## config.mk

```make
export PLATFORM = sky130hd
export DESIGN_NAME = step_ctrl
export DESIGN_NICKNAME = d
export VERILOG_FILES = /design/src/rtl/step_ctrl.sv
export SDC_FILE = /design/constraint.sdc
export NUM_CORES = 1
export LEC_CHECK = 0
export CORE_MARGIN = 1.5
export CORE_UTILIZATION = 40
export CTS_CLUSTER_SIZE = 16
export DETAILED_ROUTE_END_ITERATION = 10
export PLACE_DENSITY = 0.66
export SLEW_MARGIN = 20
export SYNTH_ARGS = -nofsm -noshare
export SYNTH_HDL_FRONTEND = slang
export SYNTH_SLANG_ARGS = --single-unit
```

## constraint.sdc

```tcl
create_clock -name clk -period 2.24 [get_ports clk]
set_clock_uncertainty 0.15 [all_clocks]
set_input_delay 0.56 -clock clk [delete_from_list [all_inputs] [get_ports clk]]
set_output_delay 0.56 -clock clk [all_outputs]
set_load 0.01 [all_outputs]
```

## src/rtl/step_ctrl.sv

```systemverilog
// step_ctrl: front-panel input conditioner and CPU step-clock generator.
// Per channel: 2-flop synchroniser, counter debouncer, rise/fall pulses.
// CPU clock enable: manual single-step on channel STEP_CH, or free-run at
// div+1 cycles per pulse; halt gates both modes.
// Optional build macro STEP_AUTOREPEAT_EN adds hold-to-repeat stepping.
module step_ctrl #(
  parameter int unsigned WIDTH      = 8,
  parameter int unsigned DEB_CYCLES = 500000,
  parameter int unsigned STEP_CH    = 0,
  parameter int unsigned DIV_W      = 24,
  parameter int unsigned REPEAT_DLY = 25000000,
  parameter int unsigned REPEAT_PER = 5000000
) (
  input  logic             clk,
  input  logic             reset,
  input  logic [WIDTH-1:0] in,
  output logic [WIDTH-1:0] out,
  output logic [WIDTH-1:0] rise,
  output logic [WIDTH-1:0] fall,
  input  logic             run_mode,
  input  logic [DIV_W-1:0] div,
  input  logic             halt,
  output logic             cpu_ce,
  output logic             cpu_clk
);

  localparam int unsigned DEB_W = $clog2(DEB_CYCLES);

  logic [WIDTH-1:0] r_meta;
  logic [WIDTH-1:0] r_sync;
  logic [DEB_W-1:0] r_cnt [WIDTH];
  logic [DEB_W-1:0] w_cnt_nxt [WIDTH];
  logic [WIDTH-1:0] w_out_nxt;

  logic             r_mode_q;
  logic [DIV_W-1:0] r_dcnt;
  logic [DIV_W-1:0] w_dcnt_nxt;
  logic             w_mode_chg;
  logic             w_fire;
  logic             w_rep_fire;

  // Two-flop synchroniser for the asynchronous pins
  always_ff @(posedge clk or negedge reset) begin
    if (!reset) begin
      r_meta <= '0;
      r_sync <= '0;
    end else begin
      r_meta <= in;
      r_sync <= r_meta;
    end
  end

  // Debounce next state: count while sync differs, commit on the last count
  always_comb begin
    w_out_nxt = out;
    for (int i = 0; i < int'(WIDTH); i++) begin
      w_cnt_nxt[i] = '0;
      if (r_sync[i] != out[i]) begin
        if (r_cnt[i] == DEB_W'(DEB_CYCLES - 1)) begin
          w_out_nxt[i] = r_sync[i];
        end else begin
          w_cnt_nxt[i] = r_cnt[i] + DEB_W'(1);
        end
      end
    end
  end

  // Debounced level, edge pulses and counters, all updated on the same edge
  always_ff @(posedge clk or negedge reset) begin
    if (!reset) begin
      out  <= '0;
      rise <= '0;
      fall <= '0;
      for (int i = 0; i < int'(WIDTH); i++) begin
        r_cnt[i] <= '0;
      end
    end else begin
      out  <= w_out_nxt;
      rise <= w_out_nxt & ~out;
      fall <= ~w_out_nxt & out;
      for (int i = 0; i < int'(WIDTH); i++) begin
        r_cnt[i] <= w_cnt_nxt[i];
      end
    end
  end

  assign w_mode_chg = run_mode ^ r_mode_q;

`ifdef STEP_AUTOREPEAT_EN
  localparam int unsigned RPT_MAX = (REPEAT_DLY > REPEAT_PER) ? REPEAT_DLY : REPEAT_PER;
  localparam int unsigned RPT_W   = $clog2(RPT_MAX) + 1;

  logic [RPT_W-1:0] r_rcnt;
  logic             r_rep_on;
  logic [RPT_W-1:0] w_rcnt_nxt;
  logic             w_rep_on_nxt;

  // Hold-to-repeat: first repeat after REPEAT_DLY, then every REPEAT_PER
  always_comb begin
    w_rcnt_nxt   = r_rcnt + RPT_W'(1);
    w_rep_on_nxt = r_rep_on;
    w_rep_fire   = 1'b0;
    if (run_mode || w_mode_chg || !out[STEP_CH]) begin
      w_rcnt_nxt   = '0;
      w_rep_on_nxt = 1'b0;
    end else if ((!r_rep_on && (r_rcnt == RPT_W'(REPEAT_DLY - 1))) ||
                 ( r_rep_on && (r_rcnt == RPT_W'(REPEAT_PER - 1)))) begin
      w_rcnt_nxt   = '0;
      w_rep_on_nxt = 1'b1;
      w_rep_fire   = 1'b1;
    end
  end

  // Repeat counter state
  always_ff @(posedge clk or negedge reset) begin
    if (!reset) begin
      r_rcnt   <= '0;
      r_rep_on <= 1'b0;
    end else begin
      r_rcnt   <= w_rcnt_nxt;
      r_rep_on <= w_rep_on_nxt;
    end
  end
`else
  assign w_rep_fire = 1'b0;
`endif

  // CPU enable decision: mode change wins, then free-run divider or step
  always_comb begin
    w_dcnt_nxt = r_dcnt;
    w_fire     = 1'b0;
    if (w_mode_chg) begin
      w_dcnt_nxt = '0;
    end else if (run_mode) begin
      if (!halt) begin
        if (r_dcnt == div) begin
          w_dcnt_nxt = '0;
          w_fire     = 1'b1;
        end else begin
          w_dcnt_nxt = r_dcnt + DIV_W'(1);
        end
      end
    end else begin
      w_dcnt_nxt = '0;
      w_fire     = (rise[STEP_CH] | w_rep_fire) & ~halt;
    end
  end

  // Divider, mode history, registered enable and toggling CPU clock
  always_ff @(posedge clk or negedge reset) begin
    if (!reset) begin
      r_mode_q <= 1'b0;
      r_dcnt   <= '0;
      cpu_ce   <= 1'b0;
      cpu_clk  <= 1'b0;
    end else begin
      r_mode_q <= run_mode;
      r_dcnt   <= w_dcnt_nxt;
      cpu_ce   <= w_fire;
      if (w_fire) begin
        cpu_clk <= ~cpu_clk;
      end
    end
  end

endmodule

```

# == Yosys cells after proc, flatten, opt, wreduce, memory -nomap -nowiden ==
# Index checks and enable logic that the tools add are counted.
# word_totals
register_bits,219
# op_classes
eq_ne,18
muxes,40
addsub,9
bitwise_logic,8
# ops
op,count
2-to-1 mux 19 bit,16
"adder 19 x 1 -> 19 bit, second input constant",8
"equality test 19 bit, second input constant",8
2-to-1 mux 24 bit,4
"adder 24 x 1 -> 24 bit, second input constant",1
equality test 24 bit,1
2-to-1 mux 1 bit,20
bitwise AND 8 bit,2
NOT 8 bit,2
!= test 1 bit,8
"!= test 3 x 2 -> 1 bit, second input constant",1
NOT 1 bit,2
bitwise AND 1 bit,1
bitwise XOR 1 bit,1

# == Depth between registers and ports, before layout ==
# logic_depth
depth_word,5
depth_mapped,8
ltp_nobuf,6

# == Worst setup path before layout ==
# No wires, ideal clock.
# synth_timing
path_kind,input-to-reg
from,input div[1]
to,register r_dcnt[10]
setup_slack_ps,192
arrival_time_ps,1776
stages,6
required_time_ps,1968
path_buffers,1
path_cell_list,xor2_1 nor4_1 nand4_1 o31ai_4 buf_2 nor2_1
# synth_between
elab_chain_len,5
# synth_lines
element,line_no,text
from (decl),21,"input logic [DIV_W-1:0] div,"
equality test 24 bit,136,if (r_dcnt == div) begin
2-to-1 mux 24 bit,136,
2-to-1 mux 24 bit,135,if (!halt) begin
2-to-1 mux 24 bit,134,end else if (run_mode) begin
2-to-1 mux 24 bit,132,if (w_mode_chg) begin
to (signal assigned),158,r_dcnt <= w_dcnt_nxt;
to (decl),36,logic [DIV_W-1:0] r_dcnt;
# Every way passes these cells. The select of a mux whose other input is x is not followed.
# A chain may end at the register's enable or synchronous reset.

# == Worst setup path after layout ==
# layout_timing
from,register out[5]
to,output out[5]
# layout_rtl
element,line_no,text
from (decl),17,"output logic [WIDTH-1:0] out,"
from (signal assigned),78,out <= w_out_nxt;
# No word-level cell between the ends.

==> flow_metrics.env <==
export IMPL_synth_area_top_cells="dfrtp_1 53%, xor2_1 8.1%, xnor2_1 7.2%"
export IMPL_insertion_delay_ns=0.52
export IMPL_ys_flop_type="dfrtp_1"
export IMPL_status="finished, final reports clean"
export IMPL_synth_cells=1037
export IMPL_nets=1187
export IMPL_vias=7519
export IMPL_die_h_um=164
export IMPL_grt_pass1_vias=7371
export IMPL_avgViaCountPerCell=5.05
export IMPL_cpMaxStageDelayCell="clkdlybuf4s50_1"
export IMPL_min_period_over_period_pct=97.3
export IMPL_final_cells=1489
export IMPL_max_freq_ghz=0.459
export IMPL_port_buffers=61
export IMPL_r2r_end="r_cnt[73]"
export IMPL_hold_viol=0
export IMPL_min_path_cells=0
export IMPL_synth_most_common_cell="dfrtp_1"
export IMPL_path_cells="clkdlybuf4s50_1"
export IMPL_dieArea_mm2=0.0271
export IMPL_final_util_pct=49.5
export IMPL_place_detailed_hpwl_um=13600
export IMPL_crit_type="reg2out"
export IMPL_antenna_found_initial=0
export IMPL_synthesis_nets=1082
export IMPL_ys_seq_elements=219
export IMPL_slew_viol_final=0
export IMPL_cp_num_buf_inv=1
export IMPL_tritoncts="done"
export IMPL_cp_arrival_ns=1.47
export IMPL_cp_depth=1
export IMPL_min_delay_start="r_meta[6]"
export IMPL_ys_warnings_count=0
export IMPL_nFillCells=2300
export IMPL_p_leak_nw=5.32
export IMPL_tns_ns=0
export IMPL_cts_sinks=219
export IMPL_r2r_worst_path_cells=6
export IMPL_syn_area_per_cell_um2=10.1
export IMPL_ys_seq_area_share_pct=52.5
export IMPL_grt_max_degree=55
export IMPL_cts_buffer_depth=3
export IMPL_pwr_density_cell_mw_per_mm2=678
export IMPL_grtUsageMet1_pct=20.9
export IMPL_layout_area_overhead_vs_synth_pct=20.5
export IMPL_cp_start_kind="flip-flop"
export IMPL_hold_slack_ns=0.198
export IMPL_crit_fanout=5
export IMPL_slew_headroom_pct=58.4
export IMPL_regArea_mm2=0.00548
export IMPL_r2r_slack_ns=0.14
export IMPL_use_met3_pct=2.51
export IMPL_worst_hold_path_type="reg2reg"
export IMPL_gp_congestion=0.835
export IMPL_r2r_start="r_cnt[57]"
export IMPL_die_x_um=164
export IMPL_detail_route_iter0_violations=369
export IMPL_finalCriticalPeriod_ns=2.18
export IMPL_overflow=0
export IMPL_worst_pin_slew_ns=0.619
export IMPL_drcViolationCount=0
export IMPL_grt_pass1_wl_um=34900
export IMPL_async_reset_ff_share_pct=100
export IMPL_multi_input_area_mm2=0.00476
export IMPL_ys_types=52
export IMPL_top_usage_layer="met2"
export IMPL_synth_top_cell_by_area="dfrtp_1"
export IMPL_path_clk_slew_ns=0.06
export IMPL_crit_required_ns=1.53
export IMPL_maxCapViolCount=0
export IMPL_end_kind="output port"
export IMPL_dr_pass1_iters=4
export IMPL_rows=58
export IMPL_synth_top_area_share_pct=52.5
export IMPL_coreArea_mm2=0.0254
export IMPL_cts_htree_levels=1
export IMPL_antenna_cells=0
export IMPL_drive_gt1_share_pct=9.58
export IMPL_cpPeakStageDelay_ns=0.56
export IMPL_grt_usage_pct=15.5
export IMPL_start_util_pct=41.1
export IMPL_crit_family="buffers and inverters"
export IMPL_synthTopCellsByCount="219 x dfrtp_1, 193 x nor2_1, 96 x xor2_1, 92 x nand2_1, 86 x xnor2_1"
export IMPL_dp_cells=1440
export IMPL_hold_end="r_sync[6]"
export IMPL_met2_usage_pct=25.8
export IMPL_syn_area_mm2=0.0104
export IMPL_io_pins=62
export IMPL_routed_wirelength_um=19900
export IMPL_root_buffer="clkbuf_16"
export IMPL_rsz0062_at_grt="no"
export IMPL_max_vdd_ir_drop_mv=0.643
export IMPL_finalPower_w=0.00853
export IMPL_routedWlPerCell_um=13.4
export IMPL_synth_edf_count=0
export IMPL_postRouteAntennaNets=0
export IMPL_cts_buffers=24
export IMPL_setup_viol_count_final=0
worst max path at each step:
stage | from | to | slack [ns]
global placement | div[13] | r_dcnt[21] | -0.31
finish | out[5] | out[5] | 0.06
CTS | out[2] | out[2] | 0.01
detailed placement | div[1] | r_dcnt[19] | -0.40
global route | out[5] | out[5] | 0.002
floorplan | div[1] | r_dcnt[10] | 0.19
sequential cells by signal, summed over array words and instances (netlist names), 8 cells and up:
name / count
r_cnt: 152
r_dcnt: 24
fall: 8
out: 8
r_meta: 8
r_sync: 8
rise: 8
kinds of logic after synthesis:
logic type	Yosys count	synth area share [%]
XOR/XNOR	182	15.3
buffers and inverters	44	1.89
adder cells (fa/ha/maj)	9	1.08
AO/OA/AOI/OAI	29	2.04
multiplexers	8	0.864
flip-flops	219	52.5
AND/OR/NAND/NOR	546	26.3
layout make-up:
type / count / share of cell area (%)
clock inverters: 10 / 1.07
repair buffers: 106 / 7.94
inverters: 17 / 0.508
multi-input cells: 774 / 37.9
flip-flops and latches: 219 / 43.6
well taps: 330 / 3.28
clock buffers: 33 / 5.69
stage by stage:
| stage | worst slack (ns) | instance area (µm²) |
|---|---|---|
| 2_1_floorplan | 0.192 | 10400 |
| 3_3_place_gp | -0.311 | 11700 |
| 3_5_place_dp | -0.398 | 11700 |
| 4_1_cts | 0.0128 | 12500 |
| 5_1_grt | 0.00175 | 12600 |
| 6_report | 0.0594 | 12600 |
cell usage in the layout, fill, tap and decap left out, types with 15 or more instances in the layout:
cell | netlist | layout
nand4_1 | 28 | 28
buf_4 | 4 | 41
nor2_1 | 193 | 193
xor2_1 | 96 | 96
nor4_1 | 23 | 23
inv_1 | 17 | 17
nand2_1 | 92 | 92
nor3b_1 | 17 | 17
clkbuf_16 | 0 | 25
nand3_1 | 66 | 66
clkdlybuf4s50_1 | 0 | 58
and3_1 | 20 | 20
nor3_1 | 29 | 29
xnor2_1 | 86 | 86
and4_1 | 15 | 15
dfrtp_1 | 219 | 217
power breakdown:
part | switching [W] | internal, W | total, W
sequential | 0.0000500 | 0.00401 | 0.00406
combinational | 0.000194 | 0.000148 | 0.000341
clock | 0.00155 | 0.00257 | 0.00413
total | 0.00180 | 0.00673 | 0.00853
what timing repair did:
action,4_1_cts,5_1_grt
hold buffers,1,0
resized for setup,0,7
buffers inserted,0,5
setup endpoints to repair,0,26
endpoints found under the hold margin,39,0
per-layer routing:
layer | routed length, µm | part of all wire (%) | up-vias
met3 | 817 | 4.1 | 31
met2 | 9380 | 47 | 124
li1 | - | - | 3739
met4 | 417 | 2.1 | 0
met1 | 9320 | 47 | 3625
met5 | 0 | 0 | -
(Power assumes the default switching activity.)
